===== config.mk =====
export PLATFORM = sky130hd
export DESIGN_NAME = mcp3208_scan
export DESIGN_NICKNAME = d
export VERILOG_FILES = /design/src/rtl/mcp3208_scan.sv
export SDC_FILE = /design/constraint.sdc
export NUM_CORES = 1
export LEC_CHECK = 0
export ABC_AREA = 1
export BUFFER_PORTS_ARGS = -buffer_cell sky130_fd_sc_hd__clkbuf_2
export CORE_ASPECT_RATIO = 1.1
export CORE_MARGIN = 1
export CORE_UTILIZATION = 55
export DETAILED_ROUTE_END_ITERATION = 10
export PLACE_DENSITY = 0.75
export SLEW_MARGIN = 10
export SYNTH_ARGS = -nofsm -noshare
export SYNTH_HDL_FRONTEND = slang
export SYNTH_SLANG_ARGS = --single-unit

===== constraint.sdc =====
create_clock -name clock -period 3.6 [get_ports clock]
set_input_delay 0.72 -clock clock [delete_from_list [all_inputs] [get_ports clock]]
set_output_delay 0.72 -clock clock [all_outputs]
set_load 0.02 [all_outputs]

===== src/rtl/mcp3208_scan.sv =====
// Round-robin scan sequencer above the MCP3208 receiver: paces triggers, harvests the
// tagged result one conversion late, and keeps an 8x12 result bank with valid flags.
module mcp3208_scan #(
    parameter int unsigned TIMEOUT = 4095
) (
    input  logic        clock,
    input  logic        rst_n,
    input  logic        enable,
    input  logic [7:0]  chan_mask,
    input  logic [15:0] period,
    output logic        trigger,
    output logic [2:0]  chan_out,
    input  logic        adc_cs,
    input  logic [15:0] odata,
    input  logic [2:0]  rd_addr,
    output logic [11:0] rd_data,
    output logic [7:0]  valid,
    output logic        smp_valid,
    output logic [2:0]  smp_chan,
    output logic [11:0] smp_data,
    output logic        scan_done,
    output logic        err_tag,
    output logic        err_timeout
);

    localparam int unsigned TmoW = $clog2(TIMEOUT + 2);

    localparam logic [2:0] StIdle      = 3'd0;
    localparam logic [2:0] StTrig      = 3'd1;
    localparam logic [2:0] StWaitStart = 3'd2;
    localparam logic [2:0] StWaitDone  = 3'd3;
    localparam logic [2:0] StGap       = 3'd4;

    logic [2:0]      state_q, state_d;
    logic [2:0]      cur_q, cur_d, prev_q, prev_d;
    logic            pending_q, pending_d, flushing_q, flushing_d;
    logic [15:0]     gap_q, gap_d;
    logic [TmoW-1:0] tmo_q, tmo_d, tmo_inc;
    logic            trigger_q, trigger_d;
    logic [2:0]      chan_out_q, chan_out_d;
    logic [7:0]      valid_q, valid_d;
    logic            err_tag_q, err_tag_d, err_timeout_q, err_timeout_d;
    logic            smp_valid_q, smp_valid_d, scan_done_q, scan_done_d;
    logic [2:0]      smp_chan_q, smp_chan_d;
    logic [11:0]     smp_data_q, smp_data_d;
    logic [11:0]     bank_q [8];
    logic [11:0]     rd_data_q;
    logic            bank_we, tmo_trip, gap_met, run;

    function automatic logic [2:0] lowest_bit(input logic [7:0] m);
        lowest_bit = 3'd0;
        for (int i = 7; i >= 0; i--) begin
            if (m[i]) lowest_bit = 3'(i);
        end
    endfunction

    function automatic logic [2:0] highest_bit(input logic [7:0] m);
        highest_bit = 3'd0;
        for (int i = 0; i < 8; i++) begin
            if (m[i]) highest_bit = 3'(i);
        end
    endfunction

    // Search the doubled mask above c so the wrap to the lowest bit falls out naturally.
    function automatic logic [2:0] next_bit(input logic [7:0] m, input logic [2:0] c);
        logic [15:0] dbl;
        logic [3:0]  idx;
        dbl      = {m, m};
        next_bit = c;
        for (int k = 8; k >= 1; k--) begin
            idx = {1'b0, c} + 4'(k);
            if (dbl[idx]) next_bit = idx[2:0];
        end
    endfunction

    always_comb begin
        state_d       = state_q;
        cur_d         = cur_q;
        prev_d        = prev_q;
        pending_d     = pending_q;
        flushing_d    = flushing_q;
        gap_d         = (gap_q == 16'hFFFF) ? gap_q : gap_q + 16'd1;
        tmo_inc       = tmo_q + TmoW'(1);
        tmo_d         = '0;
        trigger_d     = 1'b0;
        chan_out_d    = chan_out_q;
        valid_d       = valid_q;
        err_tag_d     = err_tag_q;
        err_timeout_d = err_timeout_q;
        smp_valid_d   = 1'b0;
        smp_chan_d    = smp_chan_q;
        smp_data_d    = smp_data_q;
        scan_done_d   = 1'b0;
        bank_we       = 1'b0;
        tmo_trip      = (tmo_inc == TmoW'(TIMEOUT));
        gap_met       = ({1'b0, gap_q} + 17'd1) >= {1'b0, period};
        run           = enable & (|chan_mask);

        case (state_q)
            StIdle: begin
                if (run && adc_cs) begin
                    valid_d       = '0;
                    err_tag_d     = 1'b0;
                    err_timeout_d = 1'b0;
                    cur_d         = lowest_bit(chan_mask);
                    pending_d     = 1'b0;
                    flushing_d    = 1'b0;
                    trigger_d     = 1'b1;
                    chan_out_d    = lowest_bit(chan_mask);
                    state_d       = StTrig;
                end
            end
            StTrig: begin
                gap_d   = 16'd1;
                state_d = StWaitStart;
            end
            StWaitStart: begin
                tmo_d = tmo_inc;
                // tmo_q is zero only in the first cycle, when odata holds the prior result.
                if (pending_q && (tmo_q == '0)) begin
                    if (!odata[15] && (odata[14:12] == prev_q)) begin
                        bank_we         = 1'b1;
                        valid_d[prev_q] = 1'b1;
                        smp_valid_d     = 1'b1;
                        smp_chan_d      = prev_q;
                        smp_data_d      = odata[11:0];
                        scan_done_d     = (prev_q == highest_bit(chan_mask));
                    end else begin
                        err_tag_d = 1'b1;
                    end
                end
                if (!adc_cs) begin
                    tmo_d   = '0;
                    state_d = StWaitDone;
                end else if (tmo_trip) begin
                    err_timeout_d = 1'b1;
                    pending_d     = 1'b0;
                    flushing_d    = 1'b0;
                    state_d       = StIdle;
                end
            end
            StWaitDone: begin
                tmo_d = tmo_inc;
                if (adc_cs) begin
                    tmo_d = '0;
                    if (flushing_q) begin
                        flushing_d = 1'b0;
                        pending_d  = 1'b0;
                        state_d    = StIdle;
                    end else begin
                        prev_d    = cur_q;
                        pending_d = 1'b1;
                        cur_d     = next_bit(chan_mask, cur_q);
                        state_d   = StGap;
                    end
                end else if (tmo_trip) begin
                    err_timeout_d = 1'b1;
                    pending_d     = 1'b0;
                    flushing_d    = 1'b0;
                    state_d       = StIdle;
                end
            end
            StGap: begin
                if (gap_met) begin
                    // Without run this trigger only exists to pull out prev's result.
                    if (!run) flushing_d = 1'b1;
                    trigger_d  = 1'b1;
                    chan_out_d = cur_q;
                    state_d    = StTrig;
                end
            end
            default: state_d = StIdle;
        endcase
    end

    always_ff @(posedge clock or negedge rst_n) begin
        if (!rst_n) begin
            state_q       <= StIdle;
            cur_q         <= '0;
            prev_q        <= '0;
            pending_q     <= 1'b0;
            flushing_q    <= 1'b0;
            gap_q         <= '0;
            tmo_q         <= '0;
            trigger_q     <= 1'b0;
            chan_out_q    <= '0;
            valid_q       <= '0;
            err_tag_q     <= 1'b0;
            err_timeout_q <= 1'b0;
            smp_valid_q   <= 1'b0;
            smp_chan_q    <= '0;
            smp_data_q    <= '0;
            scan_done_q   <= 1'b0;
            rd_data_q     <= '0;
            for (int i = 0; i < 8; i++) bank_q[i] <= '0;
        end else begin
            state_q       <= state_d;
            cur_q         <= cur_d;
            prev_q        <= prev_d;
            pending_q     <= pending_d;
            flushing_q    <= flushing_d;
            gap_q         <= gap_d;
            tmo_q         <= tmo_d;
            trigger_q     <= trigger_d;
            chan_out_q    <= chan_out_d;
            valid_q       <= valid_d;
            err_tag_q     <= err_tag_d;
            err_timeout_q <= err_timeout_d;
            smp_valid_q   <= smp_valid_d;
            smp_chan_q    <= smp_chan_d;
            smp_data_q    <= smp_data_d;
            scan_done_q   <= scan_done_d;
            rd_data_q     <= bank_q[rd_addr];
            if (bank_we) bank_q[prev_q] <= odata[11:0];
        end
    end

    assign trigger     = trigger_q;
    assign chan_out    = chan_out_q;
    assign rd_data     = rd_data_q;
    assign valid       = valid_q;
    assign smp_valid   = smp_valid_q;
    assign smp_chan    = smp_chan_q;
    assign smp_data    = smp_data_q;
    assign scan_done   = scan_done_q;
    assign err_tag     = err_tag_q;
    assign err_timeout = err_timeout_q;

endmodule


* Yosys cells after proc, flatten, opt, wreduce, memory -nomap -nowiden
Cells that the tools add are included.
** Word-level totals
- Register bits after elaboration :: 179
- Input bits :: 47
- Output and inout port bits :: 43
** Operators by class
- Add/sub/neg operators :: 11
- $lt $le $gt $ge :: 14
- Equal/unequal tests :: 20
- Mux-type cells :: 100
- Bitwise gates (word level) :: 5
- Reductions and logical operators :: 24
** Operators with widths (count)
- $mux 3 :: 35
- $bwmux 96 :: 1
- $lt 4x5->1 const B :: 8
- $bmux 12 s3 :: 1
- $demux 12 s3 :: 1
- $mux 12 :: 3
- $mux 1 :: 33
- $bmux 1 s4 :: 8
- $mux 16 :: 2
- $mux 13 :: 2
- $pmux 13 s2 :: 1
- $mux 8 :: 3
- $ne 2x2->1 const B :: 10
- $add 16x1->17 const B :: 1
- $ge 17x16->1 :: 1
- $add 16x1->16 const B :: 1
- $add 3x3->4 const B :: 4
- $eq 16x16->1 const B :: 1
- $pmux 8 s2 :: 1
- $pmux 3 s5 :: 1
- $add 13x1->13 const B :: 1
- $eq 13x12->1 const B :: 1
- $logic_not 13->1 :: 1
- $pmux 3 s2 :: 2
- other kinds (32) :: 51

* Longest topological paths before layout
Gate-level depths: netlist of run 1.
- Depth in word-level cells :: 14
- Depth in mapped cells :: 19
- Gate-level depth less buffers :: 19

* Worst setup path after synthesis of run 1
OpenSTA, ideal clock, no wires.
- Path type :: reg2reg
- Start point :: register gap_q[0]
- End point :: register chan_out_q[1], in the netlist chan_out[1]
- Arrival time :: 2.461 ns
- Setup slack :: 1.022 ns
- Cell stages (with the launch flop) :: 18
- Period minus slack after synthesis :: 2.578 ns
- Path through :: dfrtp_1 > ha_1 > nand3_1 > nor2_2 > nand4_1 > nor3_1 > xor2_1 > ha_1 > a21oi_1 > o211ai_1 > inv_1 > nand2_1 > nor2_1 > nand3_1 > nand2_1 > nand2_1 > nand2_1 > nand2_1
** Between the ends
- Cells in the longest elaborated chain, start to end :: 4
** Ends and longest elaborated chain
- from (decl) :: line 37 : logic [15:0] gap_q, gap_d;
- from (signal assigned) :: line 202 : gap_q <= gap_d;
- $add 16x1->17 :: line 96 : gap_met = ({1'b0, gap_q} + 17'd1) >= {1'b0, period};
- $ge 17x16->1 :: line 96
- $ne 2x2->1 (no source line)
- $reduce_and 3->1 (no source line)
- to (signal assigned) :: line 205 : chan_out_q <= chan_out_d;
- to (decl) :: line 40 : logic [2:0] chan_out_q, chan_out_d;
No other way between the ends.
A chain may end at the register's enable or synchronous reset.

* Worst setup path after layout of run 1
- Start point :: register gap_q[0]
- End point :: register chan_out_q[0], in the netlist chan_out[0]
Same word-level chain as after synthesis.

==> results of run 1 <==
==> critical path: cells and delay by family, from the launching register on <==
kind                     cells  cell delay [ns]
flip-flops                   1             0.38
AO/OA/AOI/OAI                3             0.55
buffers and inverters        1             0.07
AND/OR/NAND/NOR             11             1.36
adder cells (fa/ha/maj)      2             0.51
==> cell usage after synthesis, types with 2 or more instances <==
library cell and instances:
o21ai_2 7, xor2_1 14, buf_2 12, nand2_2 4, ha_1 22, xnor2_1 4, nor2_1 163, o21ai_0 157
nand4_1 16, nand2_4 4, nand3_1 53, nor3_1 11, o211a_1 2, buf_4 2, clkbuf_1 24, nor2_2 3
o22ai_1 12, nand2_1 283, inv_2 3, buf_1 2, a21oi_1 33, o211ai_1 12, dfrtp_1 179, nor2_4 2
inv_1 122, nor3b_1 2, o21ai_1 28, a31oi_1 13, nor4_1 2
==> metrics by stage <==
step / worst slack [ns] / hold WS (ns)
2_1_floorplan: 1.022 / 0.4244
3_3_place_gp: 0.7281 / 0.4605
3_5_place_dp: 0.6183 / 0.4677
4_1_cts: 0.6139 / 0.4155
5_1_grt: 0.1551 / 0.4567
6_report: 0.5999 / 0.3418
==> state kept, by name (all words and copies together) (netlist names), 3 cells and up <==
register	flops
valid	8
bank_q	96
rd_data	12
prev_q	3
cur_q	3
chan_out	3
gap_q	16
smp_data	12
state_q	3
tmo_q	13
smp_chan	3
==> final cells by class <==
class                      count  area (µm²)  area share
clock buffer                  19       432.9     0.04119
clock inverter                12       157.7     0.01500
inverter                     127       478.0     0.04547
multi-input combinational    858        4204      0.4000
sequential                   179        4479      0.4261
tap                          204       255.2     0.02428
timing repair buffer          96       504.2     0.04797
==> power groups by stage <==
stage,clock [mW],combinational (mW),sequential (mW)
after floorplan,0,1.49,2.53
after global placement,0,2.03,2.51
after detailed placement,0,2.06,2.52
after CTS,1.89,2.08,2.49
after global routing,1.98,2.37,2.53
final,1.87,2.08,2.49
==> cell families after synthesis <==
family          after synthesis  share of synthesized area
simple gates                550                     0.2482
compound gates              268                     0.1553
buf+inv                     168                    0.07083
fa+ha+maj                    22                    0.02945
xor+xnor                     18                    0.01687
flops                       179                     0.4793
==> routing by layer <==
layer  GRT usage  vias up
met5           0        -
met4      0.1129        0
met3     0.03935       35
met2      0.4868      197
met1      0.3459     3899
li1            -     4092
==> placed cells by master (no fill, tap or decap), types with 2 or more instances in the layout <==
cell	instances
nand2_1	283
dfrtp_1	179
nor2_1	163
o21ai_0	157
inv_1	122
clkbuf_2	88
nand3_1	53
a21oi_1	33
o21ai_1	28
ha_1	22
clkbuf_16	17
nand4_1	16
xor2_1	14
a31oi_1	13
o22ai_1	12
o211ai_1	12
nor3_1	11
o21ai_2	7
buf_4	7
xnor2_1	4
nand2_4	4
clkinv_2	4
nand2_2	4
clkinv_4	4
inv_2	3
nor2_2	3
bufinv_16	3
nor3b_1	2
nor2_4	2
nor4_1	2
o211a_1	2
inv_6	2
clkbuf_1	2
==> final timing paths <==
check	start	end	slack (ns)	cells past startpoint
worst max-delay path	gap_q[0]	chan_out[0]	0.60	17
worst min-delay path	rst_n	bank_q[10]	0.34	1
worst max register to register	gap_q[0]	chan_out[0]	0.60	17
worst min register to register	bank_q[27]	bank_q[27]	0.48	2
max in group asynchronous	rst_n	state_q[1]	2.26	2
min in group clock	bank_q[27]	bank_q[27]	0.48	2
==> summary.md, run 1 <==
| Metric | Value |
|---|---|
| TritonCTS clock tree | `done` |
| Largest net degree at the start of global routing | `103` |
| Synth area leader | `dfrtp_1` |
| Vias | `8223` |
| Clk pin slew, worst setup/hold paths | `0.06 ns` |
| Root buffer cell | `clkbuf_16` |
| CP startpoint kind | `flip-flop` |
| Met2 wire length | `11540 µm` |
| Max-slew violations | `0` |
| Dpl hpwl | `16060 µm` |
| Pwr Density | `613.2 nW/µm²` |
| Crit path kind | `flip-flop to flip-flop` |
| Worst VDD drop | `0.0004170 V` |
| Design Power | `6.445 mW` |
| Status | `complete, no violations` |
| Utilization after layout | `0.6374` |
| Setup Skew | `0.01228 ns` |
| Worst path most repeated cell | `nand2_1` |
| Cells after DPL | `1464` |
| Diode count | `0` |
| Die Width | `126.3 µm` |
| Iteration-0 DRC count of the detailed router | `525` |
| Synth Flop Type | `dfrtp_1` |
| Vias/cell | `5.500` |
| Post-synthesis sequential area ratio | `0.4793` |
| Detail Route Antenna Nets | `0` |
| Post-Route WL | `23080 µm` |
| Required @ worst endpoint | `3.92 ns` |
| DIE AREA | `17520 µm²` |
| Critical path arrival | `3.32 ns` |
| CTS max path bufs | `2` |
| Yosys reg bits | `179` |
| Clock power share | `0.291` |
| Post-CTS setup buffer count | `0` |
| Slew @ Worst Pin | `1.013 ns` |
| # DRC | `0` |
| Worst Setup End Kind | `flip-flop` |
| H-tree level count | `4` |
| GR Util All Layers | `0.2783` |
| Global-route wire length before repair | `38380 µm` |
| Cts bufs inserted | `17` |
| Design area | `10510 µm²` |
| Switching pwr | `2.424 mW` |
| Drt pass-1 iters | `4` |
| Skew-Pair Late Insertion Delay | `0.44 ns` |
| Slowest CP cell | `dfrtp_1` |
| Post_cts resized | `0` |
| Share of cells above drive strength 1 | `0.1208` |
| GP Congestion | `0.8657` |
| Layout area overhead | `12.48%` |
| Async SR Flop Fraction | `1.000` |
| Largest stage delay, worst path | `0.38 ns` |
| CTS Hold Buffers Added | `0` |
| Fin crit share | `0.8334` |
| P_int | `4.022 mW` |
| Post-layout min period | `3.000 ns` |
| CTS sink count | `179` |
| FP Rows | `49` |
| Final setup TNS | `0 ns` |
| Rel. slew slack | `0.3247` |
| Drt wl/cell | `15.43 µm` |
| Post-synth top area share | `0.4793` |
| Die Span Y | `138.7 µm` |
| Routed length on met3 | `904 µm` |
| NumNets Final | `1348` |
| Crit path cell chain | `ha_1, nand3_1, nor2_2, nand4_1, o21ai_0, inv_1, ha_1, a21oi_1, o21ai_0, nand4_1, nand2_1, nor2_1, nand3_1, nand2_1, nand2_1, nand2_1, nand2_1` |
| Peak Freq | `333.3 MHz` |
| Syn avg cell area | `7.755 µm²` |
| Post-Layout Cell Count | `1495` |
| Vias in the first global route | `7972` |
| I/O Buffers | `89` |
| Final setup vio count | `0` |
| Metal-1 WL | `10070 µm` |
| Core footprint | `16490 µm²` |
| # fillers | `1463` |
| Synth cell types | `43` |
| Yosys Warn Count | `0` |
| EDFF count, synth | `0` |
| Post-synth net total | `1274` |
| RSZ-0062 raised after global routing | `no` |
| Initial antenna violation count | `0` |
| Mapped Area | `9345 µm²` |
| Worst-path maximum fanout | `5` |
| Fin. Hold Viols | `0` |
| Synth Instances | `1205` |
| Sw Ratio | `0.3760` |
| Initial Util | `0.5666` |
| LEAKAGE | `5.446 nW` |
| I/O pin count | `90` |
| Combinational power share | `0.323` |
| Global route overflow | `0` |
| Hold Crit Class | `primary input to async pin` |
| Synth top area cells | `dfrtp_1, nand2_1, o21ai_0` |
| Top sig layer | `met4` |
| Sequential Power Share | `0.386` |
| Area after DPL | `9921 µm²` |
| Max_cap viols | `0` |
(Power assumes the default switching activity.)
==> run 2, diff against run 1 <==
clock period = 3.1 ns   (was 3.6 ns; I/O delays follow)
==> run 2 against run 1 <==
  * Clock skew is 0.0032 ns lower
  * Largest cell class unchanged
  * Largest power group unchanged
  * Sequential share of layout area shrank 0.37 points
  * Cell area increased by 0.87%
  * Critical path depth did not move
  * Flip-flop and latch count unchanged
  * Hold slack lost 0.17 ns
  * Critical endpoint is now chan_out[1]
==> summary.md, run 2 (synthesis gave the netlist of run 1 again) <==
| Metric | Value |
|---|---|
| Switching pwr | `2.843 mW (+17%)` |
| Slew @ Worst Pin | `0.8719 ns (-0.1411 ns)` |
| R2R Setup Slk | `0.27 ns (-0.33 ns)` |
| Die Span Y | `138.7 µm (unchanged)` |
| Vias | `8345 (+1.5%)` |
| Detail Route Antenna Nets | `0 (unchanged)` |
| Worst VDD drop | `0.0005342 V (+28%)` |
| Status | `complete, no violations` |
| Die Width | `126.3 µm (unchanged)` |
| CTS Hold Buffers Added | `0 (unchanged)` |
| Largest stage delay, worst path | `0.38 ns (about the same)` |
| Sequential Power Share | `0.384 (-0.002)` |
| Initial antenna violation count | `0 (unchanged)` |
| Iteration-0 DRC count of the detailed router | `539 (+2.7%)` |
| Sw Ratio | `0.3822 (+0.006148)` |
| LEAKAGE | `5.478 nW (+0.59%)` |
| Worst Setup End Kind | `flip-flop` |
| DIE AREA | `17520 µm² (unchanged)` |
| TritonCTS clock tree | `done` |
| Fin crit share | `0.9114 (+0.07802)` |
| Worst path most repeated cell | `nand2_1` |
| Vias/cell | `5.552 (+0.94%)` |
| CTS sink count | `179 (unchanged)` |
| CTS max path bufs | `2 (unchanged)` |
| Drt pass-1 iters | `8 (+4)` |
| Cts bufs inserted | `17 (unchanged)` |
| Core footprint | `16490 µm² (unchanged)` |
| Skew-Pair Late Insertion Delay | `0.43 ns (about the same)` |
| I/O Buffers | `89 (unchanged)` |
| Diode count | `0 (unchanged)` |
| Hold Crit Class | `primary input to async pin` |
| Layout area overhead | `13.46%` |
| Worst-path maximum fanout | `4 (-1)` |
| Root buffer cell | `clkbuf_16` |
| Max_cap viols | `0 (unchanged)` |
| GP Congestion | `0.8746 (+1.0%)` |
| FP Rows | `49 (unchanged)` |
| Clock power share | `0.282 (-0.009)` |
| Post-Route WL | `23160 µm (+0.38%)` |
| Post-layout min period | `2.825 ns (-0.1748 ns)` |
| Clk pin slew, worst setup/hold paths | `0.07 ns (about the same)` |
| Crit path cell chain | `ha_2, nand3_2, nor2_4, nand4_1, nor3_2, xor2_1, ha_1, a21oi_1, o211ai_1, inv_1, nand2_1, nor2_2, nand3_2, nand2_2, nand2_1, nand2_1, nand2_1` |
| Required @ worst endpoint | `3.43 ns (-0.49 ns)` |
| Design Power | `7.439 mW (+15%)` |
| Peak Freq | `354.0 MHz (+6.2%)` |
| H-tree level count | `4 (unchanged)` |
| Setup Skew | `0.009082 ns (-0.003201 ns)` |
| Worst hold slack | `0.1671 ns (-0.1748 ns)` |
| Commonest non-fill, non-tap cell in the layout | `nand2_1` |
| Setup slack after layout | `0.2747 ns (-0.3252 ns)` |
| Slowest CP cell | `dfrtp_1` |
| Worst slack at placement | `0.1433 ns (-0.4750 ns)` |
| NumNets Final | `1355 (+0.52%)` |
| I/O pin count | `90 (unchanged)` |
| Commonest non-fill, non-tap cells in the layout | `nand2_1, dfrtp_1, nor2_1, o21ai_0, inv_1` |
| Largest regs | `bank_q x96, gap_q x16, tmo_q x13` |
| Share of cells above drive strength 1 | `0.1339 (+0.01311)` |
| Fin. Hold Viols | `0 (unchanged)` |
| Dpl hpwl | `16110 µm (+0.28%)` |
| GR Util All Layers | `0.2795 (+0.001134)` |
| Initial Util | `0.5666 (unchanged)` |
| RSZ-0062 raised after global routing | `no` |
| Global route overflow | `0 (unchanged)` |
| Final setup TNS | `0 ns (unchanged)` |
| Global-route wire length before repair | `38880 µm (+1.3%)` |
| Design area | `10600 µm² (+0.87%)` |
| Critical path arrival | `3.15 ns (-0.17 ns)` |
| # DRC | `0 (unchanged)` |
| Most flops, register | `bank_q` |
| Rel. slew slack | `0.4181 (+0.09340)` |
| Drt wl/cell | `15.41 µm (-0.16%)` |
| Final setup vio count | `0 (unchanged)` |
| P_int | `4.596 mW (+14%)` |
| Max-slew violations | `0 (unchanged)` |
| Area after DPL | `9963 µm² (+0.43%)` |
| Crit path kind | `flip-flop to flip-flop` |
| Pwr Density | `701.6 nW/µm² (+14%)` |
| Largest register FFs | `96 (unchanged)` |
| CP startpoint kind | `flip-flop` |
| Combinational power share | `0.334 (+0.011)` |
| Largest net degree at the start of global routing | `66 (-36%)` |
| Vias in the first global route | `7987 (+0.19%)` |
[run 2: metrics by stage]
stage                     cells    util
after detailed placement   1468  0.6041
after global placement     1468  0.6041
final                      1503  0.6429
after floorplan            1205       -
after CTS                  1500  0.6391
after global routing       1503  0.6429
[run 2: worst paths after layout]
kind / start / to / depth (start not counted)
worst max-delay path: gap_q[0] / chan_out[1] / 17
worst min-delay path: rst_n / bank_q[46] / 1
worst max register to register: gap_q[0] / chan_out[1] / 17
worst min register to register: bank_q[16] / bank_q[16] / 2
max in group asynchronous: rst_n / gap_q[13] / 2
min in group clock: bank_q[16] / bank_q[16] / 2
[run 2: area by class of cell]
class	count	area (µm²)
timing repair buffer	103	569.3
clock inverter	12	120.1
sequential	179	4479
fill	1445	5889
clock buffer	20	456.7
multi-input combinational	858	4244
inverter	127	478.0
tap	204	255.2
[run 2: power by group through the flow]
stage | registers [mW] | logic, mW | clock network (mW)
finish | 2.86 | 2.49 | 2.10
global route | 2.89 | 2.83 | 2.22
floorplan | 2.93 | 1.73 | 0
CTS | 2.85 | 2.47 | 2.13
detailed placement | 2.89 | 2.46 | 0
global placement | 2.89 | 2.41 | 0
[run 2: worst max-delay path, delay by kind of cell (launching register included)]
family | cells | cell delay [ns]
xor gates and xnor gates | 1 | 0.20
DFF | 1 | 0.38
adders and majority gates | 2 | 0.49
and+or+nand+nor | 11 | 1.32
AOI/OAI and AO/OA | 2 | 0.25
buffers and inverters | 1 | 0.07
[run 2: what timing repair did]
item / CTS / global route
setup buffers: 0 / 3
endpoints found under the setup margin: 0 / 6
gates resized for setup: 0 / 11
hold endpoints to repair: 0 / 0
[run 2: layer usage]
| metal | up-vias | part of all wire | wire (µm) | GRT usage |
|---|---|---|---|---|
| li1 | 4101 | - | - | - |
| met3 | 45 | 0.046 | 1068 | 0.04784 |
| met5 | - | 0 | 0 | 0 |
| met2 | 251 | 0.49 | 11350 | 0.4702 |
| met4 | 0 | 0.028 | 660 | 0.1116 |
| met1 | 3948 | 0.44 | 10090 | 0.3588 |
